### config.mk
export PLATFORM = sky130hd
export DESIGN_NAME = prim_rsp_router
export DESIGN_NICKNAME = d
export VERILOG_FILES = /design/src/rtl/prim_rsp_router.sv
export SDC_FILE = /design/constraint.sdc
export NUM_CORES = 1
export LEC_CHECK = 0
export BUFFER_PORTS_ARGS = -buffer_cell sky130_fd_sc_hd__buf_2
export CAP_MARGIN = 20
export CORE_AREA = 10 10 114 116
export CTS_CLUSTER_DIAMETER = 40
export DETAILED_ROUTE_END_ITERATION = 12
export DIE_AREA = 0 0 124 126
export PLACE_DENSITY = 0.7
export SYNTH_ARGS = -nofsm -noshare
export SYNTH_HDL_FRONTEND = slang
export SYNTH_SLANG_ARGS = --single-unit
### constraint.sdc
create_clock -name clk_i -period 3.1 [get_ports clk_i]
set_input_delay 0.155 -clock clk_i [delete_from_list [all_inputs] [get_ports clk_i]]
set_output_delay 0.155 -clock clk_i [all_outputs]
set_load 0.05 [all_outputs]
### src/rtl/prim_rsp_router.sv
// Response return path of an N:1 arbiter: tracks granted requester indices in order, steers responses back 1:N.
// Latency: 0 cycles, rsp_valid_i/rsp_ready_i to per-port outputs; outstanding_o/err_o registered (+1 cycle).
// Backpressure: head port's ready stalls rsp_ready_o; req_ready_o drops when tracking FIFO is full.

module prim_rsp_router_fifo #(
    parameter int Depth = 4,
    parameter int W     = 3,
    localparam int PtrW = (Depth > 1) ? $clog2(Depth) : 1,
    localparam int CntW = $clog2(Depth + 1)
) (
    input  logic            clk,
    input  logic            rst_n,
    input  logic            push,
    input  logic [W-1:0]    push_dat,
    input  logic            pop,
    output logic [W-1:0]    head_dat,
    output logic [CntW-1:0] count,
    output logic            full,
    output logic            empty
);
    logic [W-1:0]    mem [Depth];
    logic [PtrW-1:0] wr_ptr;
    logic [PtrW-1:0] rd_ptr;
    logic            do_push;
    logic            do_pop;

    function automatic logic [PtrW-1:0] ptr_next(input logic [PtrW-1:0] ptr);
        return (ptr == PtrW'(Depth - 1)) ? '0 : ptr + 1'b1;
    endfunction

    assign full     = (count == CntW'(Depth));
    assign empty    = (count == '0);
    assign do_push  = push && !full;
    assign do_pop   = pop && !empty;
    assign head_dat = mem[rd_ptr];

    always_ff @(posedge clk) begin
        if (!rst_n) begin
            wr_ptr <= '0;
            rd_ptr <= '0;
            count  <= '0;
        end else begin
            if (do_push) wr_ptr <= ptr_next(wr_ptr);
            if (do_pop)  rd_ptr <= ptr_next(rd_ptr);
            case ({do_push, do_pop})
                2'b10:   count <= count + 1'b1;
                2'b01:   count <= count - 1'b1;
                default: count <= count;
            endcase
        end
    end

    // Storage needs no reset: an entry is only read once count says it was written.
    always_ff @(posedge clk) begin
        if (do_push) mem[wr_ptr] <= push_dat;
    end
endmodule

module prim_rsp_router #(
    parameter int N     = 8,
    parameter int DW    = 32,
    parameter int Depth = 4,
    localparam int IdxW = (N > 1) ? $clog2(N) : 1,
    localparam int CntW = $clog2(Depth + 1)
) (
    input  logic            clk_i,
    input  logic            rst_ni,
    input  logic            req_fire_i,
    input  logic [IdxW-1:0] req_idx_i,
    output logic            req_ready_o,
    input  logic            rsp_valid_i,
    input  logic [DW-1:0]   rsp_data_i,
    output logic            rsp_ready_o,
    output logic [N-1:0]    rsp_valid_o,
    output logic [DW-1:0]   rsp_data_o [N],
    input  logic [N-1:0]    rsp_ready_i,
    output logic [CntW-1:0] outstanding_o,
    output logic            err_o
);
    localparam logic [IdxW:0] NLim = (IdxW + 1)'(N);

    logic [IdxW-1:0] head;
    logic [CntW-1:0] count;
    logic            full;
    logic            empty;
    logic            head_ok;
    logic            pop;
    logic [N-1:0]    hit;
    logic            err;

    prim_rsp_router_fifo #(
        .Depth (Depth),
        .W     (IdxW)
    ) u_idx_fifo (
        .clk      (clk_i),
        .rst_n    (rst_ni),
        .push     (req_fire_i),
        .push_dat (req_idx_i),
        .pop      (pop),
        .head_dat (head),
        .count    (count),
        .full     (full),
        .empty    (empty)
    );

    // Indices >= N can only appear for non-power-of-2 N; such responses are sunk.
    assign head_ok = ({1'b0, head} < NLim);
    assign pop     = rsp_valid_i && rsp_ready_o && !empty;

    always_comb begin
        hit         = '0;
        rsp_valid_o = '0;
        for (int k = 0; k < N; k++) begin
            hit[k]         = (head == IdxW'(k));
            rsp_valid_o[k] = rsp_valid_i && !empty && head_ok && hit[k];
            rsp_data_o[k]  = rsp_data_i;
        end
        rsp_ready_o = 1'b1;
        if (!empty && head_ok) rsp_ready_o = |(hit & rsp_ready_i);
    end

    always_ff @(posedge clk_i) begin
        if (!rst_ni) begin
            err <= 1'b0;
        end else if ((req_fire_i && full) || (rsp_valid_i && empty) || (pop && !head_ok)) begin
            err <= 1'b1;
        end
    end

    assign req_ready_o   = !full;
    assign outstanding_o = count;
    assign err_o         = err;
endmodule

== Yosys cells after proc, flatten, opt, wreduce, memory -nomap -nowiden ==
Memory sizes are Yosys's and may differ from the RTL's. A register that Yosys moved wholly into a read port is not among the register bits.
Index checks and enable logic that the tools add are counted.

* $add $sub $neg: 4
* Equal/unequal tests: 12
* Muxes and demuxes: 8
* Bitwise gates (word level): 1
* Reductions and logical operators: 22

{| class="wikitable"
|+ Operators with widths
! operator !! count
|-
| == test 3 bit (second input constant) || 5
|-
| logical AND 1 bit || 15
|-
| AND 8 bit || 1
|-
| two-way mux 2 bit || 4
|-
| OR reduction 8 bit || 1
|-
| == test 2 bit (second input constant) || 3
|-
| == test 3 x 2 -> 1 bit (second input constant) || 2
|-
| logical NOT 3 bit || 2
|-
| case mux 3 bit (2 select lines) || 1
|-
| adder 2 x 1 -> 2 bit (second input constant) || 2
|-
| adder 3 x 1 -> 3 bit (second input constant) || 1
|-
| == test 3 x 1 -> 1 bit (second input constant) || 1
|-
| two-way mux 1 bit || 3
|-
| subtractor 3 x 1 -> 3 bit (second input constant) || 1
|-
| == test 2 x 1 -> 1 bit (second input constant) || 1
|-
| logical NOT 1 bit || 2
|-
| nonzero test 2 bit || 1
|-
| logical OR 1 bit || 1
|}

* Register bits after elaboration: 8
* Bits in writable memories: 12
* Bits of input ports: 47
* Output and inout port bits: 270
* Logic and storage cells: 52
* Memories: 1

{| class="wikitable"
|+ Memories
! memory !! depth !! width !! read ports !! clocked after Yosys merged registers in !! write ports !! RTL line !! source
|-
| u_idx_fifo.mem || 4 || 3 || 1 || 1 || 1 || 21 || <nowiki>logic [W-1:0] mem [Depth];</nowiki>
|}

== Logic depth before layout (Yosys ltp) ==
* Depth in word-level cells: 9
* Gate-level depth with buffers: 11
* Depth with buffers taken out: 10

== Cells and area by module ==
Synthesis repeated with hierarchy kept, for this count alone.

* Cells, all modules: 358
* Area, all modules: 3056.7 µm²

{| class="wikitable"
|+ By module, submodules not included
! module !! times used !! cells an instance !! area each (µm²) !! sequential area each (µm²)
|-
| prim_rsp_router || 1 || 287 || 2134.5 || 20.0
|-
| prim_rsp_router_fifo || 1 || 71 || 922.1 || 540.5
|}

== Least setup slack after synthesis ==
No wires, ideal clock.

* Path type: register to register
* Start: register with a tool-made name
* End: register u_idx_fifo.count[2]
* Setup time: 0.070 ns
* Data arrival time: 2.883 ns
* Data required time: 3.030 ns
* Path slack: 0.147 ns
* Cell stages (with the launch flop): 12
* Buffers on the path: 1
* Clock period less this slack: 2.953 ns
* Cells stage by stage: dfxtp_1 > mux4_2 > buf_6 > mux2i_1 > or3_4 > a31oi_4 > ha_1 > inv_1 > fa_1 > xor2_1 > or3_1 > a21boi_1

{| class="wikitable"
|+ RTL lines
! item !! RTL line !! source
|-
| to (signal assigned) || 46 || <nowiki>2'b10: count <= count + 1'b1;</nowiki>
|-
| to (signal assigned) || 47 || <nowiki>2'b01: count <= count - 1'b1;</nowiki>
|-
| to (signal assigned) || 48 || <nowiki>default: count <= count;</nowiki>
|-
| to (decl) || 17 || <nowiki>output logic [CntW-1:0] count,</nowiki>
|}

==> out/qor.yml <==
num_antenna_cells: 0
area_delta_synth_final_pct: -49.2
insertion_delay_ns: 0.27
path_cells: "mux4_2 > mux2i_1 > or3_4 > a31oi_4 > ha_2 > inv_1 > fa_1 > xor2_1 > or3_1 > a21boi_1"
crit_arrival_ns: 3.17
rr_worst_depth: 10
grt-ovfl-total: 0
grt_use_total: 0.0520
die-area_um2: 15600
wirelength_um: 4560
multiInputGateArea_um2: 541
worstPathMaxFanout: 5
place_hpwl_um: 3780
layout-drive-gt1-share: 0.364
clk_pin_slew_ns: 0.08
finalSetupTns_ns: 0
synth.distinct_cells: 32
io_pins: 317
cts_buffers: 3
syn_area_um2: 3050
routabilityCongestion: 0.789
clock_skew_ns: 0.00303
core_area_um2: 10700
synth_nets: 406
die_h_um: 126
drc: 0
timing.final.hold_violations: 0
cts_tree: "yes"
cts_root_buf: "clkbuf_8"
max_stage_delay_ns: 0.57
period_needed_ns: 2.97
rrSetupSlack_ns: 0.13
rows: 38
viasPerCell: 3.67
yosys_warnings: 0
worstSetupPathType: "flip-flop to flip-flop"
htree_levels: 1
cap_viol_max_count: 0
clock_sinks: 22
dr.pass1.iters: 4
irDropWorstVdd_mv: 0.378
start_util: 0.285
grt_max_degree: 14
status: "finished clean"
seq_area_um2: 562
worst_ep_required_time_ns: 3.30
ys_seq_area_frac: 0.184
numPortBuffers: 28
slowest_stage: "mux4_2"
relSlewSlack: 0.855
synth-seq-cells: 22
grt_pass1_wl_um: 6400
grt_pass1_vias: 1081
cp-end-kind: "flip-flop"
vias: 998
antenna_found_initial: 0
postSynthCellCount: 352
fill_cells: 1205
start_kind: "flip-flop"
power_mw: 1.04
final_common_cell: "buf_2"
worstMarginPinSlew_ns: 0.211
avgSynthCellArea_um2: 8.68
hold_buffers: 0
clk_path_buf_depth: 2
stdcell_count: 272
drtAntennaViolNets: 0
setup_viol: 0
final.period_utilization: 0.957
hold_path.class: "input pin to flip-flop"
final_cell_mix: "buf_2, edfxtp_1, nand2_1"
power.density_nw_per_um2: 668
hold_path_depth: 1
wl_per_cell_um: 16.8
p_leak_nw: 0.603
max_freq_ghz: 0.337
dp.cells: 264
drt_iter0_markers: 22
final_nets: 187
finalMaxSlewViolations: 0
die_x_um: 124
synthesized netlist by cell type:
| library cell | instances | area [um2] |
|---|---|---|
| mux2i_1 | 5 | 50.1 |
| or3_1 | 3 | 18.8 |
| mux2_2 | 2 | 22.5 |
| nand4_1 | 1 | 6.26 |
| nand2_1 | 11 | 41.3 |
| nand3b_2 | 1 | 11.3 |
| nor3b_1 | 2 | 15.0 |
| nand3_1 | 1 | 5.00 |
| and2_1 | 3 | 18.8 |
| fa_1 | 1 | 20.0 |
| o22a_1 | 1 | 8.76 |
| buf_4 | 256 | 1920 |
| a31oi_4 | 1 | 21.3 |
| dfxtp_1 | 10 | 200 |
| inv_1 | 5 | 18.8 |
| ha_1 | 6 | 75.1 |
| or2_1 | 2 | 12.5 |
| nor2b_1 | 1 | 6.26 |
| a21boi_1 | 2 | 15.0 |
| edfxtp_1 | 12 | 360 |
| o21ai_0 | 2 | 10.0 |
| nand2b_1 | 2 | 12.5 |
| xnor2_1 | 1 | 8.76 |
| or3_4 | 1 | 11.3 |
| buf_6 | 1 | 11.3 |
| mux4_2 | 3 | 67.6 |
| a21oi_1 | 1 | 5.00 |
| nor2_1 | 8 | 30.0 |
| mux2_1 | 1 | 11.3 |
| and3_1 | 4 | 25.0 |
| xor2_1 | 1 | 8.76 |
| clkbuf_1 | 1 | 3.75 |
worst paths after layout:
path / startpoint / end
worst min register to register: u_idx_fifo.rd_ptr[1]$_SDFFE_PN0N_ / u_idx_fifo.rd_ptr[1]$_SDFFE_PN0N_
worst max-delay path: u_idx_fifo.mem[3][0]$_DFFE_PP_ / u_idx_fifo.count[2]$_SDFFE_PN0P_
worst min-delay path: req_idx_i[1] / u_idx_fifo.mem[3][1]$_DFFE_PP_
worst max register to register: u_idx_fifo.mem[3][0]$_DFFE_PP_ / u_idx_fifo.count[2]$_SDFFE_PN0P_
area by class of cell:
class / instances / area share
flip-flops and latches: 22 / 0.362
clock inverters: 1 / 0.0193
clock buffers: 3 / 0.0266
repair buffers: 34 / 0.119
inverters: 5 / 0.0121
multi-input cells: 67 / 0.348
well taps: 140 / 0.113
stage by stage:
stage	worst slack [ns]	area [um2]	utilization	hold slack, ns
3_3_place_gp	0.173	1450	0.135	0.311
6_report	0.135	1550	0.145	0.101
4_1_cts	0.0105	1520	0.142	0.0959
2_1_floorplan	0.147	3050	-	0.254
5_1_grt	-0.00260	1550	0.145	0.0977
3_5_place_dp	0.0354	1450	0.135	0.311
registers in the layout, summed over array words and instances, names as in the netlist, named ones only:
| signal | cells |
|---|---|
| u_idx_fifo.wr_ptr | 2 |
| u_idx_fifo.count | 3 |
| u_idx_fifo.rd_ptr | 2 |
| err_o | 1 |
| u_idx_fifo.mem | 12 |
metal layers:
| layer | vias to the layer above | part of all wire | GRT usage |
|---|---|---|---|
| li1 | 411 | - | - |
| met1 | 409 | 0.26 | 0.0413 |
| met2 | 171 | 0.48 | 0.0833 |
| met3 | 7 | 0.24 | 0.0581 |
| met4 | 0 | 0.0081 | 0.0136 |
| met5 | - | 0 | 0 |
kinds of logic (layout without fill, tap and decap cells):
kind of cell,count (synthesis),after routing,share of synthesized area
AOI/OAI and AO/OA,7,7,0.0197
and+or+nand+nor,40,40,0.0701
adders and majority gates,7,7,0.0311
DFF,22,22,0.184
buffers and inverters,263,43,0.640
xor gates and xnor gates,2,2,0.00574
muxes,11,11,0.0496
timing repair:
action,CTS,global route
buffers inserted,0,4
hold endpoints to repair,0,0
setup endpoints to repair,0,1
resized for setup,0,2
power by group:
group | total (mW) | internal, mW | switching (mW)
combinational | 0.393 | 0.143 | 0.250
clock | 0.271 | 0.173 | 0.0981
sequential | 0.373 | 0.342 | 0.0308
worst max-delay path, delay by kind of cell (launching register included):
family / cells / cell delay (ns)
multiplexers: 2 / 0.74
XOR/XNOR: 1 / 0.16
buffers and inverters: 1 / 0.05
adder cells (fa/ha/maj): 2 / 0.60
AO/OA/AOI/OAI: 2 / 0.32
flip-flops: 1 / 0.37
AND/OR/NAND/NOR: 2 / 0.66
(Power assumes the default switching activity.)
